<file path="config.mk">
export PLATFORM = sky130hd
export DESIGN_NAME = sd_data_block_ctrl_flat
export DESIGN_NICKNAME = d
export VERILOG_FILES = /design/src/rtl/sd_data_pkg.sv /design/src/rtl/sd_data_block_ctrl_if.sv /design/src/rtl/sd_timeout_counter.sv /design/src/rtl/sd_data_block_ctrl.sv /design/src/flat_wrapper.sv
export SDC_FILE = /design/constraint.sdc
export NUM_CORES = 1
export LEC_CHECK = 0
export BUFFER_PORTS_ARGS = -buffer_cell sky130_fd_sc_hd__buf_2
export CAP_MARGIN = 20
export CORE_MARGIN = 2
export CORE_UTILIZATION = 40
export DETAILED_ROUTE_END_ITERATION = 6
export SYNTH_ARGS = -nofsm -noshare
export SYNTH_HDL_FRONTEND = slang
export SYNTH_SLANG_ARGS = --single-unit
</file>
<file path="constraint.sdc">
create_clock -name iClock -period 5 [get_ports iClock]
set_input_delay 0 -clock iClock [delete_from_list [all_inputs] [get_ports iClock]]
set_output_delay 0 -clock iClock [all_outputs]
set_load 0.02 [all_outputs]
</file>
<file path="src/rtl/sd_data_pkg.sv">
// Shared constants for the SD data-block controller: state encoding and default widths.
package sd_data_pkg;

    localparam int BLOCKS_W_DEF  = 8;
    localparam int TIMEOUT_W_DEF = 16;

    typedef logic [2:0] state_t;

    localparam state_t ST_IDLE  = 3'd0;
    localparam state_t ST_CHECK = 3'd1;
    localparam state_t ST_SEND  = 3'd2;
    localparam state_t ST_WAIT  = 3'd3;
    localparam state_t ST_ACK   = 3'd4;
    localparam state_t ST_DONE  = 3'd5;
    localparam state_t ST_TOUT  = 3'd6;

endpackage

</file>
<file path="src/rtl/sd_data_block_ctrl_if.sv">
// Host/physical-layer handshake bundle for the data-block controller.
interface sd_data_block_ctrl_if
    import sd_data_pkg::*;
#(
    parameter int BLOCKS_W  = BLOCKS_W_DEF,
    parameter int TIMEOUT_W = TIMEOUT_W_DEF
);

    logic                 iNewData;
    logic                 iWriteRead;
    logic                 iMultipleData;
    logic [BLOCKS_W-1:0]  iBlocks;
    logic                 iTimeout_enable;
    logic [TIMEOUT_W-1:0] iTimeout_reg;
    logic                 iTimeout;
    logic                 iSerial_ready;
    logic                 iFIFO_ok;
    logic                 iComplete;
    logic                 iAck;
    logic                 iAbort;

    logic                 oSend;
    logic                 oAck;
    logic                 oIdle;
    logic                 oWriteRead;
    logic                 oMultipleData;
    logic                 oData_transfer_complete;
    logic                 oTimeout_err;
    logic [BLOCKS_W-1:0]  oBlocks_done;

    modport slave (
        input  iNewData, iWriteRead, iMultipleData, iBlocks, iTimeout_enable,
               iTimeout_reg, iTimeout, iSerial_ready, iFIFO_ok, iComplete, iAck, iAbort,
        output oSend, oAck, oIdle, oWriteRead, oMultipleData,
               oData_transfer_complete, oTimeout_err, oBlocks_done
    );

    modport master (
        output iNewData, iWriteRead, iMultipleData, iBlocks, iTimeout_enable,
               iTimeout_reg, iTimeout, iSerial_ready, iFIFO_ok, iComplete, iAck, iAbort,
        input  oSend, oAck, oIdle, oWriteRead, oMultipleData,
               oData_transfer_complete, oTimeout_err, oBlocks_done
    );

endinterface

</file>
<file path="src/rtl/sd_timeout_counter.sv">
// Per-block down-counter: reloads on load, counts toward zero while enabled, flags zero.
module sd_timeout_counter #(
    parameter int W = 16
) (
    input  logic         clk,
    input  logic         rst_n,
    input  logic         load,
    input  logic         enable,
    input  logic [W-1:0] reload,
    output logic         expired
);

    logic [W-1:0] count_reg;
    logic [W-1:0] count_next;

    // Holds at zero rather than wrapping so expiry stays asserted.
    always_comb begin
        count_next = count_reg;
        if (load) begin
            count_next = reload;
        end else if (enable && (count_reg != '0)) begin
            count_next = count_reg - W'(1);
        end
    end

    always_ff @(posedge clk or negedge rst_n) begin
        if (!rst_n) begin
            count_reg <= '0;
        end else begin
            count_reg <= count_next;
        end
    end

    assign expired = (count_reg == '0);

endmodule

</file>
<file path="src/rtl/sd_data_block_ctrl.sv">
// SD host data-control FSM: sequences single/multi-block transfers with timeout, abort and block count.
module sd_data_block_ctrl
    import sd_data_pkg::*;
#(
    parameter int BLOCKS_W  = BLOCKS_W_DEF,
    parameter int TIMEOUT_W = TIMEOUT_W_DEF
) (
    input logic                 iClock,
    input logic                 iReset,
    sd_data_block_ctrl_if.slave bus
);

    state_t              state_reg;
    state_t              state_next;
    logic [BLOCKS_W-1:0] remaining_reg;
    logic [BLOCKS_W-1:0] remaining_next;
    logic [BLOCKS_W-1:0] blocks_done_reg;
    logic [BLOCKS_W-1:0] blocks_done_next;
    logic                dir_reg;
    logic                dir_next;
    logic                mode_reg;
    logic                mode_next;
    logic                err_reg;
    logic                err_next;
    logic [BLOCKS_W-1:0] start_count;
    logic                tmr_load;
    logic                tmr_enable;
    logic                tmr_expired;

    assign start_count = bus.iMultipleData ? bus.iBlocks : BLOCKS_W'(1);
    assign tmr_load    = (state_reg == ST_SEND);
    assign tmr_enable  = (state_reg == ST_WAIT) && bus.iTimeout_enable;

    sd_timeout_counter #(
        .W(TIMEOUT_W)
    ) u_timeout (
        .clk     (iClock),
        .rst_n   (iReset),
        .load    (tmr_load),
        .enable  (tmr_enable),
        .reload  (bus.iTimeout_reg),
        .expired (tmr_expired)
    );

    always_ff @(posedge iClock or negedge iReset) begin
        if (!iReset) begin
            state_reg <= ST_IDLE;
        end else begin
            state_reg <= state_next;
        end
    end

    // Abort takes priority over every handshake outside IDLE.
    always_comb begin
        state_next = state_reg;
        if ((state_reg != ST_IDLE) && bus.iAbort) begin
            state_next = ST_IDLE;
        end else begin
            case (state_reg)
                ST_IDLE: begin
                    if (bus.iNewData) begin
                        state_next = (start_count == '0) ? ST_DONE : ST_CHECK;
                    end
                end
                ST_CHECK: begin
                    if (bus.iFIFO_ok && bus.iSerial_ready) begin
                        state_next = ST_SEND;
                    end
                end
                ST_SEND: state_next = ST_WAIT;
                ST_WAIT: begin
                    if (bus.iComplete) begin
                        state_next = ST_ACK;
                    end else if (bus.iTimeout || (bus.iTimeout_enable && tmr_expired)) begin
                        state_next = ST_TOUT;
                    end
                end
                ST_ACK: begin
                    if (bus.iAck) begin
                        state_next = (remaining_reg <= BLOCKS_W'(1)) ? ST_DONE : ST_CHECK;
                    end
                end
                ST_DONE: state_next = ST_IDLE;
                ST_TOUT: state_next = ST_IDLE;
                default: state_next = ST_IDLE;
            endcase
        end
    end

    always_comb begin
        remaining_next   = remaining_reg;
        blocks_done_next = blocks_done_reg;
        dir_next         = dir_reg;
        mode_next        = mode_reg;
        err_next         = err_reg;
        if ((state_reg == ST_IDLE) && bus.iNewData) begin
            dir_next         = bus.iWriteRead;
            mode_next        = bus.iMultipleData;
            remaining_next   = start_count;
            blocks_done_next = '0;
            err_next         = 1'b0;
        end
        if ((state_reg == ST_ACK) && bus.iAck && !bus.iAbort) begin
            if (blocks_done_reg != '1) begin
                blocks_done_next = blocks_done_reg + BLOCKS_W'(1);
            end
            if (remaining_reg != '0) begin
                remaining_next = remaining_reg - BLOCKS_W'(1);
            end
        end
        // Set on entry so the flag is visible in the same cycle as TOUT.
        if (state_next == ST_TOUT) begin
            err_next = 1'b1;
        end
    end

    always_ff @(posedge iClock or negedge iReset) begin
        if (!iReset) begin
            remaining_reg   <= '0;
            blocks_done_reg <= '0;
            dir_reg         <= 1'b0;
            mode_reg        <= 1'b0;
            err_reg         <= 1'b0;
        end else begin
            remaining_reg   <= remaining_next;
            blocks_done_reg <= blocks_done_next;
            dir_reg         <= dir_next;
            mode_reg        <= mode_next;
            err_reg         <= err_next;
        end
    end

    always_comb begin
        bus.oSend                   = (state_reg == ST_SEND) && !bus.iAbort;
        bus.oAck                    = (state_reg == ST_ACK) && !bus.iAbort;
        bus.oData_transfer_complete = (state_reg == ST_DONE) && !bus.iAbort;
        bus.oIdle                   = (state_reg == ST_IDLE);
        bus.oWriteRead              = dir_reg;
        bus.oMultipleData           = mode_reg;
        bus.oTimeout_err            = err_reg;
        bus.oBlocks_done            = blocks_done_reg;
    end

endmodule

</file>
<file path="src/flat_wrapper.sv">
// flat-port wrapper written by rule: the top's interface ports become plain ports
module sd_data_block_ctrl_flat import sd_data_pkg::*;
#(
    parameter int BLOCKS_W  = BLOCKS_W_DEF,
    parameter int TIMEOUT_W = TIMEOUT_W_DEF
)
  (iClock, iReset, bus_iNewData, bus_iWriteRead, bus_iMultipleData, bus_iBlocks, bus_iTimeout_enable, bus_iTimeout_reg, bus_iTimeout, bus_iSerial_ready, bus_iFIFO_ok, bus_iComplete, bus_iAck, bus_iAbort, bus_oSend, bus_oAck, bus_oIdle, bus_oWriteRead, bus_oMultipleData, bus_oData_transfer_complete, bus_oTimeout_err, bus_oBlocks_done);
  sd_data_block_ctrl_if #(.BLOCKS_W(BLOCKS_W), .TIMEOUT_W(TIMEOUT_W)) bus_i ();
  input logic iClock;
  input logic iReset;
  input wire logic [$bits(bus_i.iNewData)-1:0] bus_iNewData;
  input wire logic [$bits(bus_i.iWriteRead)-1:0] bus_iWriteRead;
  input wire logic [$bits(bus_i.iMultipleData)-1:0] bus_iMultipleData;
  input wire logic [$bits(bus_i.iBlocks)-1:0] bus_iBlocks;
  input wire logic [$bits(bus_i.iTimeout_enable)-1:0] bus_iTimeout_enable;
  input wire logic [$bits(bus_i.iTimeout_reg)-1:0] bus_iTimeout_reg;
  input wire logic [$bits(bus_i.iTimeout)-1:0] bus_iTimeout;
  input wire logic [$bits(bus_i.iSerial_ready)-1:0] bus_iSerial_ready;
  input wire logic [$bits(bus_i.iFIFO_ok)-1:0] bus_iFIFO_ok;
  input wire logic [$bits(bus_i.iComplete)-1:0] bus_iComplete;
  input wire logic [$bits(bus_i.iAck)-1:0] bus_iAck;
  input wire logic [$bits(bus_i.iAbort)-1:0] bus_iAbort;
  output wire logic [$bits(bus_i.oSend)-1:0] bus_oSend;
  output wire logic [$bits(bus_i.oAck)-1:0] bus_oAck;
  output wire logic [$bits(bus_i.oIdle)-1:0] bus_oIdle;
  output wire logic [$bits(bus_i.oWriteRead)-1:0] bus_oWriteRead;
  output wire logic [$bits(bus_i.oMultipleData)-1:0] bus_oMultipleData;
  output wire logic [$bits(bus_i.oData_transfer_complete)-1:0] bus_oData_transfer_complete;
  output wire logic [$bits(bus_i.oTimeout_err)-1:0] bus_oTimeout_err;
  output wire logic [$bits(bus_i.oBlocks_done)-1:0] bus_oBlocks_done;
  assign bus_i.iNewData = bus_iNewData;
  assign bus_i.iWriteRead = bus_iWriteRead;
  assign bus_i.iMultipleData = bus_iMultipleData;
  assign bus_i.iBlocks = bus_iBlocks;
  assign bus_i.iTimeout_enable = bus_iTimeout_enable;
  assign bus_i.iTimeout_reg = bus_iTimeout_reg;
  assign bus_i.iTimeout = bus_iTimeout;
  assign bus_i.iSerial_ready = bus_iSerial_ready;
  assign bus_i.iFIFO_ok = bus_iFIFO_ok;
  assign bus_i.iComplete = bus_iComplete;
  assign bus_i.iAck = bus_iAck;
  assign bus_i.iAbort = bus_iAbort;
  assign bus_oSend = bus_i.oSend;
  assign bus_oAck = bus_i.oAck;
  assign bus_oIdle = bus_i.oIdle;
  assign bus_oWriteRead = bus_i.oWriteRead;
  assign bus_oMultipleData = bus_i.oMultipleData;
  assign bus_oData_transfer_complete = bus_i.oData_transfer_complete;
  assign bus_oTimeout_err = bus_i.oTimeout_err;
  assign bus_oBlocks_done = bus_i.oBlocks_done;
  sd_data_block_ctrl #(.BLOCKS_W(BLOCKS_W), .TIMEOUT_W(TIMEOUT_W)) u_core (.iClock(iClock), .iReset(iReset), .bus(bus_i));
endmodule
</file>
==> flow_metrics.tcl <==
set metrics [dict create \
    comb_power_share_pct 39.9 \
    cts.sinks 38 \
    grt_max_degree 39 \
    hold_class "in -> reg" \
    fin_crit_sh_pct 51.7 \
    worstHoldStart "bus_iBlocks[1]" \
    place_hpwl_mm 4.10 \
    timing.critical_path.fanout_max 14 \
    htree_levels 2 \
    worstSkewPairLatency_ns 0.29 \
    cts_hold_buffers 18 \
    swShare_pct 41.3 \
    ys_seq_area_share_pct 40.2 \
    synthFlopType "dfrtp_1" \
    pwr_density_cell_mw_per_mm2 445 \
    gp_congestion 0.786 \
    cts-buffers-inserted 5 \
    nets 370 \
    p_clk_share_pct 17.1 \
    hold_ws_ns 0.0200 \
    antenna_found_initial 0 \
    fillers 585 \
    wirelength_mm 5.72 \
    ant_nets 0 \
    die_w_um 80.9 \
    maxCapViolCount 0 \
    portBuffers 50 \
    overflow 0 \
    critPathArrivalTime_ns 2.77 \
    fin_setup_tns_ns 0 \
    r2r_start "u_core.u_timeout.count_reg[10]" \
    ir_worst_vdd_mv 0.227 \
    synthCells 265 \
    dr.first_iter.drc_count 135 \
    postCtsResizedCells 0 \
    start_util_pct 40.7 \
    synth_edf_count 0 \
    hold_violations 0 \
    end_kind "flop" \
    drive_gt1_share_pct 21.9 \
    syn_area_mm2 0.00237 \
    ios 51 \
    finClkSkew_ns 0.00364 \
    post_drt_wl_per_cell_um 14.1 \
    route.detailed.drc 0 \
    power_mw 1.30 \
    start_kind "flop" \
    final_core_util_pct 50.4 \
    drt_first_pass_iters 4 \
    via_per_inst 5.48 \
    yosysTopAreaCell "dfrtp_1" \
    core_area_mm2 0.00582 \
    r2r_slack_ns 2.42 \
    largest_reg_flops 16 \
    fmax_ghz 0.387 \
    grt_setup_unrepaired "no" \
    grt_use_total_pct 19.2 \
    p_sw_mw 0.539 \
    n_antenna_cell 0 \
    seq_power_share_pct 43.0 \
    die_area_mm2 0.00655 \
    fp.dieH_um 80.9 \
    synth.ff_latch_count 38 \
    power_leakage_nw 1.21 \
    postCtsSetupRepairBufs 0 \
    yosysWarnings 0 \
    synth_area_leaders "dfrtp_1 40%, a21oi_1 5.3%, xnor2_1 4.1%" \
    required_ns 5.18 \
    synthArstFlopShare_pct 100 \
    ys_types 57 \
    holdPathStages 3 \
    cts_tree "done" \
    synth_top_area_share_pct 40.2 \
    grt_pass1_vias 2096 \
    syn_to_final_growth_pct 23.7 \
    cts-root-buf "clkbuf_8" \
    clockBufferDepth 2 \
    syn_area_per_cell_um2 8.93 \
    critPathKind "reg -> reg" \
    run_status "finished, final reports clean" \
    rows 28 \
    final.min_clock_period_ns 2.58 \
    internal_power_mw 0.765 \
    final_max_slew_viol_count 0 \
    grt_pass1_wl_mm 9.69 \
    slew_headroom_pct 40.6 \
    setup_viol 0 \
    num_vias 2213 \
    holdPathEnd "u_core.remaining_reg[1]" \
    clk_pin_slew_worst_paths_ns 0.07 \
    worst_slew_pin_slew_ns 0.887 \
    syn_nets 307 \
    rr_worst_depth 5 \
    timing.rr.end "u_core.u_timeout.count_reg[1]" \
]
-- power groups by stage --
stage | combinational, mW | clock [mW] | sequential (mW)
detailed placement | 0.514 | 0 | 0.562
CTS | 0.527 | 0.232 | 0.558
finish | 0.521 | 0.222 | 0.560
global route | 0.593 | 0.247 | 0.582
floorplan | 0.411 | 0 | 0.527
global placement | 0.508 | 0 | 0.560
-- worst max-delay path: stages, from the launching register on --
cell	delay, ns
dfrtp_1	0.43
or4_1	0.61
nor3_2	0.75
a21oi_1	0.25
mux2i_1	0.16
mux2_2	0.26
-- synth_stat cells (all sizes together) (2+ instances only) --
master,instances
o21ai,15
nor2,22
o211ai,2
a211oi,5
buf,6
nand2b,3
nand2,22
and2,2
mux2i,4
xor2,2
a21oi,25
a2111oi,2
o31ai,4
dfrtp,38
nand3,9
xnor2,11
ha,6
or4,5
mux2,3
or2,2
a31oi,3
nor3,15
inv,8
nand4,4
a21o,2
or3,7
a311oi,5
nor4,6
nor4b,3
clkbuf,8
-- how the worst max path moves through the flow --
stage                                         startpoint                            end  cells after the start
after CTS                  u_core.u_timeout.count_reg[4]  u_core.u_timeout.count_reg[1]                      5
after global placement     u_core.u_timeout.count_reg[5]  u_core.u_timeout.count_reg[1]                      5
after global routing      u_core.u_timeout.count_reg[10]  u_core.u_timeout.count_reg[1]                      5
after floorplan                      u_core.state_reg[0]     u_core.bus.oBlocks_done[5]                      7
after detailed placement   u_core.u_timeout.count_reg[4]  u_core.u_timeout.count_reg[1]                      5
final                     u_core.u_timeout.count_reg[10]  u_core.u_timeout.count_reg[1]                      5
-- stage by stage --
stage          area, um^2  setup WS [ns]  cells
3_5_place_dp         2650           2.36    377
3_3_place_gp         2650           2.42    377
2_1_floorplan        2370           2.86    265
4_1_cts              2920           2.37    403
5_1_grt              2930           2.23    404
6_report             2930           2.42    404
-- per-layer routing --
layer / global-route usage, % / routed length (um) / up-vias
li1: - / - / 1110
met1: 25.4 / 2690 / 1040
met2: 31.8 / 2680 / 57
met3: 4.78 / 286 / 6
met4: 4.41 / 55 / 0
met5: 0 / 0 / -
-- cell type report --
type | instances | area [um^2] | share of cell area [%]
Inverter | 8 | 30.0 | 1.03
Multi-Input combinational cell | 205 | 1320 | 45.1
Sequential cell | 38 | 951 | 32.5
Tap cell | 75 | 93.8 | 3.20
Timing Repair Buffer | 70 | 443 | 15.1
Clock inverter | 1 | 5.00 | 0.171
Clock buffer | 7 | 86.3 | 2.95
-- cells by family after synthesis --
group           after synthesis  share of synthesized area, %
xor+xnor                     13                          4.81
compound gates               73                          19.7
buf+inv                      22                          4.07
mux                           7                          3.12
fa+ha+maj                     6                          3.17
simple gates                106                          25.0
flops                        38                          40.2
-- cell usage in the layout, fill, tap and decap left out, types with 4 or more instances in the layout --
master and instances:
inv_1 8, mux2i_1 4, or3_1 5, a211oi_1 5, dfrtp_1 38, a311oi_1 5, nand4_1 4, o31ai_1 4
dlygate4sd3_1 18, or4_1 4, buf_2 51, ha_1 6, nand2_1 22, nor2_1 22, o21ai_0 12, nand3_1 9
xnor2_1 11, a21oi_1 25, clkbuf_8 6, nor3_1 14, nor4_1 5
Power figures use the tool's default switching activity.
